<file path="config.mk">
export PLATFORM = sky130hd
export DESIGN_NAME = uart_rx_16x
export DESIGN_NICKNAME = d
export VERILOG_FILES = /design/src/rtl/uart_pkg.sv /design/src/rtl/uart_rx_16x_sync_2ff.sv /design/src/rtl/uart_rx_16x.sv
export SDC_FILE = /design/constraint.sdc
export NUM_CORES = 1
export LEC_CHECK = 0
export ABC_AREA = 1
export CORE_MARGIN = 4
export CORE_UTILIZATION = 40
export CTS_BUF_LIST = sky130_fd_sc_hd__clkbuf_4 sky130_fd_sc_hd__clkbuf_8
export DETAILED_ROUTE_END_ITERATION = 16
export PLACE_DENSITY_LB_ADDON = 0.12
export SYNTH_ARGS = -nofsm -noshare
export SYNTH_HDL_FRONTEND = slang
export SYNTH_SLANG_ARGS = --single-unit
</file>
<file path="constraint.sdc">
create_clock -name clk -period 4 [get_ports clk]
set_clock_uncertainty 0.2 [all_clocks]
set_input_delay 1.2 -clock clk [delete_from_list [all_inputs] [get_ports clk]]
set_output_delay 1.2 -clock clk [all_outputs]
set_load 0.01 [all_outputs]
</file>
<file path="src/rtl/uart_pkg.sv">
// -----------------------------------------------------------------------------
// uart_pkg
// Shared UART definitions (receiver now, transmitter later).
//   uart_state_e : frame FSM states
//   OVERSAMPLE   : r_enable ticks per bit period
//   MID_TICK     : tick index at the centre of the start bit
//   LAST_TICK    : final tick index of a bit window
//   maj3()       : 2-of-3 vote used by the majority sampler
// -----------------------------------------------------------------------------
package uart_pkg;

  typedef enum logic [1:0] {
    IDLE  = 2'd0,
    START = 2'd1,
    DATA  = 2'd2,
    STOP  = 2'd3
  } uart_state_e;

  localparam int OVERSAMPLE = 16;
  localparam int MID_TICK   = 7;
  localparam int LAST_TICK  = 15;

  function automatic logic maj3(input logic a, input logic b, input logic c);
    return (a & b) | (a & c) | (b & c);
  endfunction

endpackage

</file>
<file path="src/rtl/uart_rx_16x_sync_2ff.sv">
// -----------------------------------------------------------------------------
// sync_2ff
// Two-flop synchroniser for an asynchronous level; resets to 1 so an idle
// serial line is not mistaken for a start bit while leaving reset.
//   clk : system clock
//   rst : asynchronous active-low reset
//   d   : asynchronous input
//   q   : synchronised output (2 clk latency)
// -----------------------------------------------------------------------------
module sync_2ff (
  input  logic clk,
  input  logic rst,
  input  logic d,
  output logic q
);

  logic meta;

  always_ff @(posedge clk or negedge rst) begin
    if (!rst) begin
      meta <= 1'b1;
      q    <= 1'b1;
    end else begin
      meta <= d;
      q    <= meta;
    end
  end

endmodule

</file>
<file path="src/rtl/uart_rx_16x.sv">
// -----------------------------------------------------------------------------
// uart_rx_16x
// UART receiver driven by a 16x oversample strobe. Synchronises rxd, validates
// the start bit at mid-bit, shifts in DATA_BITS data bits LSB first, checks
// the stop bit and holds the byte with a rdy / clr_rdy handshake.
//
// Ports:
//   clk       : system clock
//   rst       : asynchronous active-low reset
//   r_enable  : one-clk strobe at 16x baud
//   rxd       : asynchronous serial line (idles high)
//   clr_rdy   : host read acknowledge (clears rdy and overrun)
//   rx_data   : last received byte
//   rdy       : byte available, held until clr_rdy
//   frame_err : stop bit of the last byte sampled low
//   overrun   : byte completed while rdy was still set (sticky)
//
// Build option:
//   UART_RX_MAJORITY_EN : 2-of-3 majority vote at every sample point
//                         (ticks 6/7/8 for start, 14/15/0 for data and stop).
// -----------------------------------------------------------------------------
module uart_rx_16x #(
  parameter int DATA_BITS  = 8,
  parameter int OVERSAMPLE = 16
) (
  input  logic                 clk,
  input  logic                 rst,
  input  logic                 r_enable,
  input  logic                 rxd,
  input  logic                 clr_rdy,
  output logic [DATA_BITS-1:0] rx_data,
  output logic                 rdy,
  output logic                 frame_err,
  output logic                 overrun
);

  import uart_pkg::*;

  localparam int              CNT_W    = $clog2(OVERSAMPLE);
  localparam logic [CNT_W-1:0] T_MID   = CNT_W'(MID_TICK);
  localparam logic [CNT_W-1:0] T_LAST  = CNT_W'(LAST_TICK);
  localparam logic [2:0]      BIT_LAST = 3'(DATA_BITS - 1);

  logic                 rxd_s;
  uart_state_e          state, state_nxt;
  logic [CNT_W-1:0]     cnt;
  logic [2:0]           bit_idx;
  logic [DATA_BITS-1:0] shift;

  logic sample_bit;   // value decided at the current sample point
  logic start_pt;     // start-bit decision tick
  logic bit_pt;       // data/stop decision tick
  logic start_ok;
  logic last_bit;
  logic done;

  sync_2ff u_sync (
    .clk (clk),
    .rst (rst),
    .d   (rxd),
    .q   (rxd_s)
  );

`ifdef UART_RX_MAJORITY_EN
  logic [1:0] smp;    // two earlier samples of the current window, [1] oldest
  logic       pend;   // window has its first two samples; vote on the next tick
`endif

  // Sample-point decode
  always_comb begin
    sample_bit = rxd_s;
    start_pt   = 1'b0;
    bit_pt     = 1'b0;
`ifdef UART_RX_MAJORITY_EN
    // The vote closes one tick after the nominal point; for data/stop that
    // tick is count 0 of the next window, so pend marks a real decision.
    sample_bit = maj3(smp[1], smp[0], rxd_s);
    start_pt   = r_enable && (state == START) && (cnt == T_MID + 1'b1);
    bit_pt     = r_enable && ((state == DATA) || (state == STOP)) &&
                 (cnt == '0) && pend;
`else
    start_pt   = r_enable && (state == START) && (cnt == T_MID);
    bit_pt     = r_enable && ((state == DATA) || (state == STOP)) &&
                 (cnt == T_LAST);
`endif
    start_ok = start_pt && !sample_bit;
    last_bit = (bit_idx == BIT_LAST);
    done     = bit_pt && (state == STOP);
  end

  // State register
  always_ff @(posedge clk or negedge rst) begin
    if (!rst) state <= IDLE;
    else      state <= state_nxt;
  end

  // Next-state logic
  always_comb begin
    state_nxt = state;
    unique case (state)
      IDLE:  if (!rxd_s)              state_nxt = START;
      START: if (start_pt)            state_nxt = start_ok ? DATA : IDLE;
      DATA:  if (bit_pt && last_bit)  state_nxt = STOP;
      STOP:  if (bit_pt)              state_nxt = IDLE;
      default:                        state_nxt = IDLE;
    endcase
  end

  // Tick counter, bit index and shift register
  always_ff @(posedge clk or negedge rst) begin
    if (!rst) begin
      cnt     <= '0;
      bit_idx <= '0;
      shift   <= '0;
    end else begin
      if (state == IDLE) begin
        if (!rxd_s) cnt <= '0;
      end else if (r_enable) begin
        cnt <= start_ok ? '0 : cnt + 1'b1;
      end

      if (start_ok)
        bit_idx <= '0;
      else if (bit_pt && (state == DATA))
        bit_idx <= bit_idx + 1'b1;

      if (bit_pt && (state == DATA)) begin
        for (int unsigned i = 0; i < DATA_BITS; i++)
          if (bit_idx == 3'(i)) shift[i] <= sample_bit;
      end
    end
  end

`ifdef UART_RX_MAJORITY_EN
  always_ff @(posedge clk or negedge rst) begin
    if (!rst) begin
      smp  <= '1;
      pend <= 1'b0;
    end else if (r_enable) begin
      if (((state == START) && ((cnt == T_MID - 1'b1) || (cnt == T_MID))) ||
          (((state == DATA) || (state == STOP)) &&
           ((cnt == T_LAST - 1'b1) || (cnt == T_LAST))))
        smp <= {smp[0], rxd_s};

      if (start_ok || bit_pt)
        pend <= 1'b0;
      else if (((state == DATA) || (state == STOP)) && (cnt == T_LAST))
        pend <= 1'b1;
    end
  end
`endif

  // Host-facing outputs; byte completion takes priority over clr_rdy
  always_ff @(posedge clk or negedge rst) begin
    if (!rst) begin
      rx_data   <= '0;
      rdy       <= 1'b0;
      frame_err <= 1'b0;
      overrun   <= 1'b0;
    end else if (done) begin
      rx_data   <= shift;
      rdy       <= 1'b1;
      frame_err <= ~sample_bit;
      overrun   <= clr_rdy ? 1'b0 : (overrun | rdy);
    end else if (clr_rdy) begin
      rdy       <= 1'b0;
      overrun   <= 1'b0;
    end
  end

endmodule
</file>
## Yosys cells after proc, flatten, opt, wreduce, memory -nomap -nowiden

Index checks and enable logic that the tools add are counted.

- $add $sub $neg: 2
- Equality and inequality tests: 16
- Multiplexer cells: 16
- Bitwise logic cells: 2
- Reduce and logical (&&, ||, !) cells: 25

Operators by type and width:

| operator | count |
|---|---|
| $reduce_and 2->1 | 9 |
| $mux 4 | 4 |
| $eq 3x3->1 const B | 4 |
| $mux 2 | 5 |
| $logic_and 1x1->1 | 8 |
| $ne 2x2->1 const B | 4 |
| $pmux 2 s4 | 1 |
| $eq 3x2->1 const B | 2 |
| $mux 3 | 2 |
| $reduce_bool 2->1 | 3 |
| $add 4x1->4 const B | 1 |
| $eq 2x2->1 const B | 2 |
| $eq 4x3->1 const B | 1 |
| $eq 4x4->1 const B | 1 |
| $mux 1 | 4 |
| $reduce_and 4->1 | 1 |
| $add 3x1->3 const B | 1 |
| $eq 3x1->1 const B | 1 |
| $logic_not 3->1 | 1 |
| $eq 2x1->1 const B | 1 |
| $logic_not 2->1 | 1 |
| $logic_not 1->1 | 1 |
| $logic_or 1x1->1 | 1 |
| $not 1->1 | 1 |
| $or 1x1->1 | 1 |

- Flip-flop bits (word level): 30
- Bits of input ports: 5

## Depth between registers and ports, before layout

Gate-level depths: netlist (run 1).

- Depth in word-level cells: 7
- Gate-level depth with buffers: 9

## By module

Synthesis (run 1) repeated with hierarchy kept, for this count alone.

- Cells, all modules: 152
- Area, all modules: 1372.6 um2

Modules (own cells, without submodules):

| module | instances | cells an instance | area each (um2) |
|---|---|---|---|
| uart_rx_16x | 1 | 150 | 1320.0 |
| sync_2ff | 1 | 2 | 52.6 |

## Least setup slack after synthesis (run 1)

Ideal clock, no wire load.

- Path kind: input to register
- From: input port r_enable
- To: register state[0]
- Setup time: 118 ps
- Arrival time: 1823 ps
- Required time: 3682 ps
- Setup slack: 1859 ps
- Stages: 7
- Buffers on the path: 1
- Path through: nand3_2 > nor2_2 > buf_6 > nand2_4 > nand2_1 > nand3_1 > nor2b_1

- Cells in the longest elaborated chain, start to end: 5

RTL lines:

| item | RTL line | source |
|---|---|---|
| start, declared | uart_rx_16x.sv:28 | `input logic r_enable,` |
| $logic_and 1x1->1 (2 in series) | uart_rx_16x.sv:83 | `bit_pt = r_enable && ((state == DATA) \|\| (state == STOP)) &&` |
| $logic_and 1x1->1 | uart_rx_16x.sv:103 | `DATA: if (bit_pt && last_bit) state_nxt = STOP;` |
| $ne 2x2->1 (no line) | - |  |
| $reduce_and 4->1 (no line) (*) | - |  |
| end signal, assigned | uart_rx_16x.sv:94 | `else state <= state_nxt;` |
| end, declared | uart_rx_16x.sv:45 | `uart_state_e state, state_nxt;` |

Mark *: on every way between the ends. The rest lies on a longest branch, timed or not.
A chain may end at the register's enable or synchronous reset.

## Worst setup path in the final report (run 1)

- From: input port r_enable
- To: register shift[6]

- Cells in the longest elaborated chain, start to end: 4

RTL lines:

| item | RTL line | source |
|---|---|---|
| $logic_and 1x1->1 (2 in series) | uart_rx_16x.sv:83 |  |
| $logic_and 1x1->1 | uart_rx_16x.sv:127 | `if (bit_pt && (state == DATA)) begin` |
| $reduce_and 2->1 (no line) | - |  |
| end signal, assigned by index | uart_rx_16x.sv:129 | `if (bit_idx == 3'(i)) shift[i] <= sample_bit;` |
| end, declared | uart_rx_16x.sv:48 | `logic [DATA_BITS-1:0] shift;` |

Every way passes these cells.

==> results of run 1 <==
==> metrics by stage <==
stage | utilization, % | hold WS [ps] | power (mW) | worst slack, ps | cells
2_1_floorplan | - | 145 | 0.548 | 1860 | 149
3_3_place_gp | 49.1 | 146 | 0.588 | 931 | 206
3_5_place_dp | 49.1 | 148 | 0.598 | 882 | 206
4_1_cts | 51.2 | 162 | 0.794 | 1240 | 214
5_1_grt | 51.2 | 166 | 0.862 | 1080 | 214
6_report | 51.2 | 161 | 0.784 | 1240 | 214
==> cell type report <==
cell class              instances  area [um^2]  share of cell area, %
multi-input cells             102          529                   32.8
inverters                      14         53.8                   3.34
clock inverters                 1         5.00                  0.310
clock buffers                   7         58.8                   3.65
repair buffers                 16          158                   9.77
flip-flops and latches         30          753                   46.7
well taps                      44         55.1                   3.41
==> logic make-up (layout without fill, tap and decap cells) <==
kind of cell / Yosys count / count (layout)
buf+inv: 17 / 38
simple gates: 74 / 74
fa+ha+maj: 7 / 7
flops: 30 / 30
xor+xnor: 1 / 1
compound gates: 20 / 20
==> state kept, by name, indices dropped and copies added, names as in the netlist, named ones only <==
name / count
bit_idx: 3
frame_err: 1
shift: 8
u_sync.q: 1
rdy: 1
overrun: 1
rx_data: 8
cnt: 4
u_sync.meta: 1
state: 1
==> power breakdown <==
part           switching (mW)  internal [mW]
combinational           0.112         0.0776
clock                   0.102         0.0918
sequential             0.0551          0.345
==> layer usage <==
layer / part of all wire, % / track usage [%] / up-vias
li1: - / - / 518
met1: 49 / 15.8 / 448
met2: 44 / 19.6 / 19
met3: 5.2 / 6.80 / 4
met4: 1.6 / 5.33 / 0
met5: 0 / 0 / -
==> worst paths after layout <==
check	startpoint	endpoint	slack, ps
max in group asynchronous	rst	u_sync.q$_DFF_PN1_	2240
min in group asynchronous	rst	rx_data[6]$_DFFE_PN0P_	1040
min	u_sync.meta$_DFF_PN1_	u_sync.q$_DFF_PN1_	160
min reg2reg	u_sync.meta$_DFF_PN1_	u_sync.q$_DFF_PN1_	160
max reg2reg	cnt[0]$_DFFE_PN0P_	shift[6]$_DFFE_PN0P_	1960
max	r_enable	shift[6]$_DFFE_PN0P_	1240
==> placed cells by master (no fill, tap or decap), types with 2 or more instances in the layout <==
master / n
a21oi_1: 2
nand2_1: 48
o21ai_0: 2
nor2_1: 3
ha_1: 7
clkdlybuf4s50_1: 15
o21ai_1: 11
clkbuf_4: 6
clkinv_2: 2
dfrtp_1: 28
o22ai_1: 2
nand3_1: 18
inv_1: 13
dfstp_2: 2
==> impl_metrics.json, run 1 <==
{
  "detail_route.wirelength_mm": 2.33,
  "syn_nets": 161,
  "insertedDiodeCount": 0,
  "gp_congestion": 0.827,
  "ios": 16,
  "max_stage_delay_ps": 490,
  "tns_ps": 0,
  "critPathKind": "in -> reg",
  "synthArstFlopShare_pct": 100,
  "core_area_um2": 3150,
  "clock-root-buffer": "clkbuf_4",
  "power_density_nw_per_um2": 486,
  "dp_hpwl_mm": 1.73,
  "grt_pass1_vias": 967,
  "ctsHtreeMaxLevel": 2,
  "drtIter0Drc": 36,
  "cts.sinks": 30,
  "netlist_instances": 149,
  "ys_seq_area_share_pct": 55.1,
  "setup_viol": 0,
  "viasPerCell": 4.62,
  "std_cell_rows": 20,
  "max_slew_margin_pct": 68.4,
  "cts.clk_slew.worst_paths_ps": 90,
  "ys.flop_type": "dfrtp_1",
  "grtUsageTotal_pct": 13.1,
  "synth_warnings": 0,
  "maxCapViolations": 0,
  "min_period_over_period_pct": 68.9,
  "synth_fa_ha_area_share_pct": 6.41,
  "cts-buffers-inserted": 5,
  "final_area_um2": 1610,
  "avgSynthCellArea_um2": 9.17,
  "critPathTopFamily": "simple AND/OR/NAND/NOR gates",
  "period_minus_slack_ps": 2760,
  "holdBufCountCts": 0,
  "synth-compound-area-share_pct": 8.15,
  "synth-simple-area-share_pct": 23.5,
  "antenna_left": 0,
  "slowest_stage": "clkdlybuf4s50_1",
  "peakVddDrop_mv": 0.231,
  "synth_top_family_by_area": "simple AND/OR/NAND/NOR gates",
  "cp-start-kind": "input port",
  "layout-drive-gt1-share_pct": 10.0,
  "status": "completed",
  "max_freq_ghz": 0.363,
  "first_pass_iters": 4,
  "port_buffers": 15,
  "syn_area_um2": 1370,
  "syn_to_final_growth_pct": 18.0,
  "gr-total-overflow": 0,
  "yosys.area.top_type_share_pct": 51.3,
  "cts_tree": "yes",
  "crit_top_cell": "nand2_1",
  "rsz0062_at_grt": "no",
  "ys_types": 23,
  "ctsResizeCount": 0,
  "clockBufferDepth": 2,
  "num-fill-cells": 311,
  "synthMuxAreaShare_pct": 0,
  "timing.final.max_slew_violations": 0,
  "layout.nets": 181,
  "synth_area_leaders": "dfrtp_1 (51%), nand2_1 (13%), nand3_1 (6.6%), ha_1 (6.4%), o21ai_1 (4.0%)",
  "drc_errors": 0,
  "drt-wirelength-per-cell_um": 10.9,
  "grt_max_degree": 31,
  "synth_enable_flop_cells": 0,
  "power_leakage_nw": 0.809,
  "reg2reg_depth": 8,
  "worstPathRequired_ps": 4020,
  "cp.arrival_ps": 2770,
  "worstHoldPathCells": 0,
  "initial_core_util_pct": 43.3,
  "hold_class": "reg -> reg",
  "antenna_found_initial": 0,
  "worstSetupPathDepth": 8,
  "crit_fanout": 11,
  "synth_xor_area_share_pct": 0.641,
  "die_h_um": 66.4,
  "synth-seq-cells": 30,
  "worstPathCellList": "clkdlybuf4s50_1, nand3_2, nor2_2, nand2_1, clkinv_2, nand3_1, nand2_1, o21ai_1",
  "grt_pass1_wl_mm": 4.20,
  "synth_common_cells": "nand2_1 (48), dfrtp_1 (28), nand3_1 (18), inv_1 (13), o21ai_1 (11)",
  "dieWidth_um": 66.4,
  "die-area_um2": 4410,
  "endpoint_kind": "register",
  "yosysMostFrequentCell": "nand2_1",
  "worst_slew_pin_slew_ps": 474,
  "synth_top_cell_by_area": "dfrtp_1",
  "clk_latency_ps": 330,
  "finalHoldViolations": 0,
  "post_dp_cell_area_um2": 1550,
  "postCtsSetupRepairBufs": 0,
  "vias": 989,
  "crit_buf_inv": 2
}
Power figures use the tool's default switching activity.
==> run 2: changes to the inputs <==
Clock period 4 ns to 2.64 ns, I/O delays scaled along.
==> impl_metrics.json, run 2 (synthesized netlist as in run 1, its figures left out) <==
{
  "status": "completed",
  "hold_class": "reg -> reg",
  "min_period_over_period_pct": 84.1,
  "slowest_stage": "clkdlybuf4s50_1",
  "insertedDiodeCount": 0,
  "ctsHtreeMaxLevel": 2,
  "gp_congestion": 0.786,
  "grt_pass1_wl_mm": 4.24,
  "worst_slew_pin_slew_ps": 469,
  "core_area_um2": 3150,
  "die_h_um": 66.4,
  "rsz0062_at_grt": "no",
  "critPathTopFamily": "buffers and inverters",
  "maxCapViolations": 0,
  "layout-drive-gt1-share_pct": 10.5,
  "gr-total-overflow": 0,
  "tns_ps": 0,
  "endpoint_kind": "output port",
  "use_met3_pct": 5.44,
  "max_freq_ghz": 0.451,
  "layout_common_cells": "nand2_1 (48), dfrtp_1 (28), nand3_1 (18), clkdlybuf4s50_1 (15), inv_1 (13)",
  "std_cell_rows": 20,
  "drt-wirelength-per-cell_um": 10.9,
  "crit_buf_inv": 1,
  "max_slew_margin_pct": 68.7,
  "first_pass_iters": 4,
  "detail_route.wirelength_mm": 2.35,
  "layout.nets": 182,
  "clk_latency_ps": 330,
  "initial_core_util_pct": 43.3,
  "worstPathCellList": "clkdlybuf4s50_1",
  "max_stage_delay_ps": 550,
  "ctsResizeCount": 0,
  "reg_top3": "rx_data x8, shift x8, cnt x4",
  "use_met2_pct": 19.0,
  "drc_errors": 0,
  "antenna_left": 0,
  "final_common_cell": "nand2_1",
  "cts.clk_slew.worst_paths_ps": 90,
  "postCtsSetupRepairBufs": 0,
  "drtIter0Drc": 58,
  "critPathKind": "reg -> out",
  "grt_max_degree": 31,
  "crit_fanout": 2,
  "cts_tree": "yes",
  "holdBufCountCts": 0,
  "antenna_found_initial": 0,
  "viasPerCell": 4.80,
  "grtUsageTotal_pct": 13.0,
  "ios": 16,
  "syn_to_final_growth_pct": 19.7,
  "power_density_nw_per_um2": 751,
  "port_buffers": 15,
  "dp_hpwl_mm": 1.70,
  "power_leakage_nw": 0.821,
  "fin_hold_ws_ps": 160,
  "cts.sinks": 30,
  "worstPathRequired_ps": 1650,
  "dieWidth_um": 66.4,
  "clock-root-buffer": "clkbuf_4",
  "finalHoldViolations": 0,
  "grt_pass1_vias": 908,
  "peakVddDrop_mv": 0.403,
  "die-area_um2": 4410,
  "busiest_layer": "met2",
  "timing.final.max_slew_violations": 0,
  "power_mw": 1.23,
  "setup_viol": 0,
  "cp.arrival_ps": 1230,
  "clockBufferDepth": 2,
  "vias": 1031,
  "cp-start-kind": "register",
  "cts-buffers-inserted": 5,
  "period_minus_slack_ps": 2220,
  "use_met1_pct": 16.4
}
-- run 2: cell types whose count changed in the layout (fill, tap and decap cells not counted), sizes merged --
cell,before,now
buf,1,2
clkbuf,7,8
clkinv,2,1
-- run 2: per-stage QoR --
step	util, %	setup WS [ps]	cells	area (um^2)
after floorplan	-	907	149	1370
after global routing	51.9	342	215	1640
after CTS	51.9	397	215	1640
after detailed placement	49.4	177	207	1560
final	51.9	420	215	1640
after global placement	49.4	208	207	1560
-- run 2: worst paths after layout --
kind / endpoint / slack (ps) / startpoint / cells past startpoint
min: u_sync.q$_DFF_PN1_ / 160 / u_sync.meta$_DFF_PN1_ / 0
min reg2reg: u_sync.q$_DFF_PN1_ / 160 / u_sync.meta$_DFF_PN1_ / 0
max in group asynchronous: u_sync.meta$_DFF_PN1_ / 1290 / rst / 2
max reg2reg: shift[1]$_DFFE_PN0P_ / 830 / cnt[0]$_DFFE_PN0P_ / 8
min in group asynchronous: rx_data[2]$_DFFE_PN0P_ / 640 / rst / 2
max: rx_data[1] / 420 / rx_data[1]$_DFFE_PN0P_ / 1
-- run 2: final cells by class --
type                    count  area (um^2)
fillers                   296         1520
inverters                  14         53.8
flip-flops and latches     30          753
well taps                  44         55.1
multi-input cells         102          529
repair buffers             17          165
clock buffers               8         78.8
-- run 2: metal layers --
| layer | up-vias | part of all wire [%] |
|---|---|---|
| li1 | 530 | - |
| met1 | 467 | 48 |
| met2 | 29 | 42 |
| met3 | 5 | 7.9 |
| met4 | 0 | 1.9 |
| met5 | - | 0 |
-- run 2: report_power, final --
| group | internal (mW) | total (mW) | switching [mW] |
|---|---|---|---|
| Clock | 0.182 | 0.334 | 0.153 |
| Combinational | 0.116 | 0.284 | 0.168 |
| Sequential | 0.523 | 0.610 | 0.0870 |
| Total | 0.821 | 1.23 | 0.407 |
